<file path="src/rtl/hazard_stall_ctrl.sv">
// Pipeline stall/flush sequencer for the 5-stage PCPU.
// Detects load-use hazards and branch/jalr operand hazards that forwarding
// cannot cover. Holds PC and IF/ID, inserts bubbles into ID/EX, and squashes
// wrong-path fetches. Multi-cycle stalls run in a small FSM with a down-counter.
//
// state | meaning
// RUN   | normal flow; hazard detection active, 0/1-cycle stalls handled here
// STALL | remaining cycles of a multi-cycle stall; hazard inputs ignored
module hazard_stall_ctrl #(
  parameter logic [2:0] NPC_BRANCH = 3'b001,
  parameter logic [2:0] NPC_JALR   = 3'b100,
  parameter int         CNT_W      = 32
) (
  input  logic             clk,
  input  logic             rstn,
  input  logic             ext_hold,
  input  logic [4:0]       ID_rs1,
  input  logic [4:0]       ID_rs2,
  input  logic             ID_use_rs1,
  input  logic             ID_use_rs2,
  input  logic [2:0]       NPCOp,
  input  logic             ID_branch_taken,
  input  logic [4:0]       ID_EX_rd,
  input  logic             ID_EX_RegWrite,
  input  logic             ID_EX_MemRead,
  input  logic [4:0]       EX_MEM_rd,
  input  logic             EX_MEM_MemRead,
  output logic             PC_write_en,
  output logic             IF_ID_write_en,
  output logic             IF_ID_flush,
  output logic             ID_EX_flush,
  output logic             stall_state,
  output logic [CNT_W-1:0] stall_cycles
);

  typedef enum logic {RUN, STALL} state_e;

  state_e           state_q;
  logic [1:0]       cnt_q;
  logic [CNT_W-1:0] stall_cycles_q;

  logic       br;
  logic       m_idex;
  logic       m_exmem;
  logic [1:0] need_n;
  logic       stall;

  // Register r (nonzero) is actually read by the ID instruction.
  function automatic logic reg_match(input logic [4:0] r, input logic [4:0] rs1,
                                     input logic [4:0] rs2, input logic use1,
                                     input logic use2);
    return (r != 5'd0) && (((r == rs1) && use1) || ((r == rs2) && use2));
  endfunction

  // Required stall length for the instruction in ID; largest requirement wins.
  always_comb begin
    br      = (NPCOp == NPC_BRANCH) || (NPCOp == NPC_JALR);
    m_idex  = reg_match(ID_EX_rd, ID_rs1, ID_rs2, ID_use_rs1, ID_use_rs2);
    m_exmem = reg_match(EX_MEM_rd, ID_rs1, ID_rs2, ID_use_rs1, ID_use_rs2);
    need_n  = 2'd0;
    if (br && m_idex && ID_EX_MemRead) begin
      need_n = 2'd2;
    end else if ((br && m_idex && ID_EX_RegWrite) ||
                 (br && m_exmem && EX_MEM_MemRead) ||
                 (!br && m_idex && ID_EX_MemRead)) begin
      need_n = 2'd1;
    end
    stall = (state_q == STALL) || (need_n != 2'd0);
  end

  // Stall FSM, remaining-cycle counter and saturating stall statistic; all frozen on ext_hold.
  always_ff @(posedge clk or negedge rstn) begin
    if (!rstn) begin
      state_q        <= RUN;
      cnt_q          <= 2'd0;
      stall_cycles_q <= '0;
    end else if (!ext_hold) begin
      case (state_q)
        RUN: begin
          if (need_n >= 2'd2) begin
            state_q <= STALL;
            cnt_q   <= need_n - 2'd1;
          end
        end
        STALL: begin
          cnt_q <= cnt_q - 2'd1;
          if (cnt_q == 2'd1) state_q <= RUN;
        end
        default: state_q <= RUN;
      endcase
      if (stall && !(&stall_cycles_q)) begin
        stall_cycles_q <= stall_cycles_q + {{(CNT_W-1){1'b0}}, 1'b1};
      end
    end
  end

  // Outputs react in the detect cycle; forced low while reset is asserted.
  always_comb begin
    PC_write_en    = rstn && !stall && !ext_hold;
    IF_ID_write_en = rstn && !stall && !ext_hold;
    ID_EX_flush    = rstn && stall && !ext_hold;
    IF_ID_flush    = rstn && ID_branch_taken && !stall && !ext_hold;
    stall_state    = rstn && (state_q == STALL);
    stall_cycles   = stall_cycles_q;
  end

endmodule

</file>
<file path="config.mk">
export PLATFORM = sky130hd
export DESIGN_NAME = hazard_stall_ctrl
export DESIGN_NICKNAME = d
export VERILOG_FILES = /design/src/rtl/hazard_stall_ctrl.sv
export SDC_FILE = /design/constraint.sdc
export NUM_CORES = 1
export LEC_CHECK = 0
export CAP_MARGIN = 10
export CORE_MARGIN = 4
export CORE_UTILIZATION = 46
export CTS_CLUSTER_DIAMETER = 30
export DETAILED_ROUTE_END_ITERATION = 16
export PLACE_DENSITY = 0.8
export SLEW_MARGIN = 5
export SYNTH_ARGS = -nofsm -noshare
export SYNTH_HDL_FRONTEND = slang
export SYNTH_SLANG_ARGS = --single-unit
export TNS_END_PERCENT = 50
</file>
<file path="constraint.sdc">
create_clock -name clk -period 2.9 [get_ports clk]
set_input_delay 0.58 -clock clk [delete_from_list [all_inputs] [get_ports clk]]
set_output_delay 0.58 -clock clk [all_outputs]
set_load 0.02 [all_outputs]
</file>
==> results.md <==
- Core footprint: 4380 um^2
- Crit Path Class: in -> out
- Worst Tran Pin Value: 450 ps
- Root buffer cell: clkbuf_8
- Setup slack, reg-to-reg: 800 ps
- CTS H-tree depth: 2
- IO Pins: 69
- Hold Fails Final Rpt: 0
- Worst EP required: 2320 ps
- Vias in the first global route: 1,988
- Post-synth EDFFs: 0
- Sw power: 366 uW
- Worst-Skew Late Latency: 290 ps
- Largest net degree at the start of global routing: 32
- Port bufs: 68
- Tcrit/Tclk final: 1.00
- Worst hold path class: reg -> reg
- Clk pin slew, worst setup/hold paths: 70 ps
- Setup TNS: -11.9 ps
- First-pass GRT wire length: 9.51 mm
- Commonest cells in the netlist: 35 x dfrtp_1, 35 x xnor2_1, 29 x nand2_1
- Flops & latches, synth: 35
- DRC Markers: 0
- Max Cap Violations: 0
- Vias per Instance: 5.49
- Post-synth top area share: 0.419
- Synthesized instance count: 227
- Max Used Layer: met4
- P_leak: 1.26 nW
- Final core utilization: 0.695
- Yosys warns: 0
- Worst Setup Start Kind: primary input
- Power per Cell Area: 402 nW/um^2
- Yosys cell types: 34
- DIE AREA: 5690 um^2
- Pint: 859 uW
- Switching Share: 0.299
- Syn_nets: 261
- Wirelength per Cell: 15.7 um
- Status: finished, violations left
- Failing checks: negative setup slack
- Max Fanout on Critical Path: 2
- Routability Congestion: 0.861
- Synth Cell Area: 2090 um^2
- Drt pass-1 iters: 5
- Global-route usage over all layers: 0.221
- Total gr overflow: 0
- Slew headroom: 0.699
- Crit path DAT: 2330 ps
- Syn avg cell area: 9.22 um^2
- Hpwl dp: 4.16 mm
- Maximum vdd drop: 0.347 mV
- Cts hold-fix bufs: 0
- Area grow syn2layout: 45.6%
- Die width: 75.4 um
- Row count: 24
- Starting DRT DRC Count: 122
- Vias: 2,008
- Detail Route Antenna Nets: 0
- Initial antenna violation count: 0
- CTS tree: built
- Starting Density: 0.477
- Sink Count: 35
- Chip height: 75.4 um
- Num CTS Buffers: 5
- Share of cells above drive strength 1: 0.175
- CP Capture Type: output pin
- Nets: 348
- Reg power frac: 0.465
- Setup WS post-layout: -11.9 ps
- Met3 routed WL: 356 um
- Final WL: 5.76 mm
- Synth top area cells: dfrtp_1 42%, xnor2_1 15%, xor2_1 6.7%
- F_max: 343 MHz
- Part of the power in the clock network: 0.298
- Ant diodes: 0
- Area leader, netlist: dfrtp_1
- Worst Skew: 1.46 ps
- Clock Tree Buf Depth: 2
- Post-layout min period: 2910 ps
- Power share of the combinational group: 0.237
- Final setup violating endpoints: 1
- Sequential share of the synthesized area: 0.419
- WL met2: 2.76 mm
- Metal1 wirelength: 2.51 mm
- Pins Over Slew Limit: 0
- Ys flop type: dfrtp_1
- FFs w/ async S/R, synth: 1.00
==> area by class of cell <==
cell class              instances  area [um^2]
fillers                       345         1340
multi-input cells             183         1230
flip-flops and latches         35          876
repair buffers                 87          778
clock buffers                   6         82.6
well taps                      52         65.1
inverters                       2         7.51
clock inverters                 1         5.00
==> cell usage in the layout, fill, tap and decap left out, drive strengths merged, types with 3 or more instances in the layout <==
cell / Yosys / routed
xor2: 16 / 16
a21oi: 5 / 5
and4: 3 / 3
clkdlybuf4s50: 0 / 44
nor3: 12 / 12
nand4b: 3 / 3
nand3: 16 / 16
nand2: 29 / 29
buf: 6 / 23
and2: 6 / 6
nor2: 19 / 19
clkbuf: 1 / 14
dfrtp: 35 / 35
dlygate4sd2: 0 / 4
dlymetal6s2s: 0 / 3
clkdlybuf4s15: 0 / 5
and3: 6 / 6
xnor2: 35 / 35
nor4: 4 / 4
nand4: 11 / 11
==> layer usage <==
layer,up-vias,global-route usage
li1,960,-
met1,969,0.295
met2,66,0.340
met3,13,0.0607
met4,0,0.0913
met5,-,0
==> power groups by stage <==
stage          Clock [mW]  Combinational (mW)  Sequential [mW]
6_report            0.365               0.291            0.569
5_1_grt             0.392               0.322            0.576
4_1_cts             0.369               0.288            0.568
3_5_place_dp            0               0.292            0.576
3_3_place_gp            0               0.279            0.576
2_1_floorplan           0               0.112            0.594
==> worst max-delay path, stage by stage <==
cell and delay, ps:
clkdlybuf4s15_1 190, or4_4 520, o211ai_1 270, a21oi_2 80, buf_4 140, o31a_1 290
and2_4 150, buf_6 120
==> kinds of logic (layout without fill, tap and decap cells) <==
family / Yosys count / in the layout / synth area share
adders and majority gates: 2 / 2 / 0.0120
buffers and inverters: 9 / 96 / 0.0209
muxes: 2 / 2 / 0.0126
DFF: 35 / 35 / 0.419
xor gates and xnor gates: 51 / 51 / 0.214
and+or+nand+nor: 117 / 117 / 0.290
AOI/OAI and AO/OA: 11 / 11 / 0.0323
==> path summary, 6_finish.rpt <==
kind,from,to,cells after the start
max in group asynchronous,rstn,stall_cycles[7]$_DFFE_PN0P_,2
max reg2reg,stall_cycles[8]$_DFFE_PN0P_,stall_cycles[28]$_DFFE_PN0P_,6
min reg2reg,cnt_q[0]$_DFFE_PN0P_,cnt_q[0]$_DFFE_PN0P_,1
min,cnt_q[0]$_DFFE_PN0P_,cnt_q[0]$_DFFE_PN0P_,1
max,EX_MEM_rd[2],ID_EX_flush,8
min in group asynchronous,rstn,stall_cycles[28]$_DFFE_PN0P_,2
==> metrics by stage <==
step                power [mW]  instances  instance area [um^2]  hold WS, ps  worst slack [ps]
floorplan                0.707        227                  2090          284               295
CTS                       1.23        365                  3020          491              1.52
detailed placement       0.868        355                  2910          480              -644
global placement         0.855        355                  2910          459              -560
global route              1.29        366                  3050          520             -67.9
finish                    1.22        366                  3050          486             -11.9
==> repair_timing <==
item	in CTS	in global routing
resized for setup	44	30
hold endpoints to repair	0	0
endpoints found under the setup margin	4	5
pin swaps	12	16
setup buffers	3	2
==> sequential cells by signal, indices dropped and copies added (netlist names) <==
name          flops
stall_cycles     32
cnt_q             2
state_q           1
Note: power is estimated with default switching activity, not from simulation.
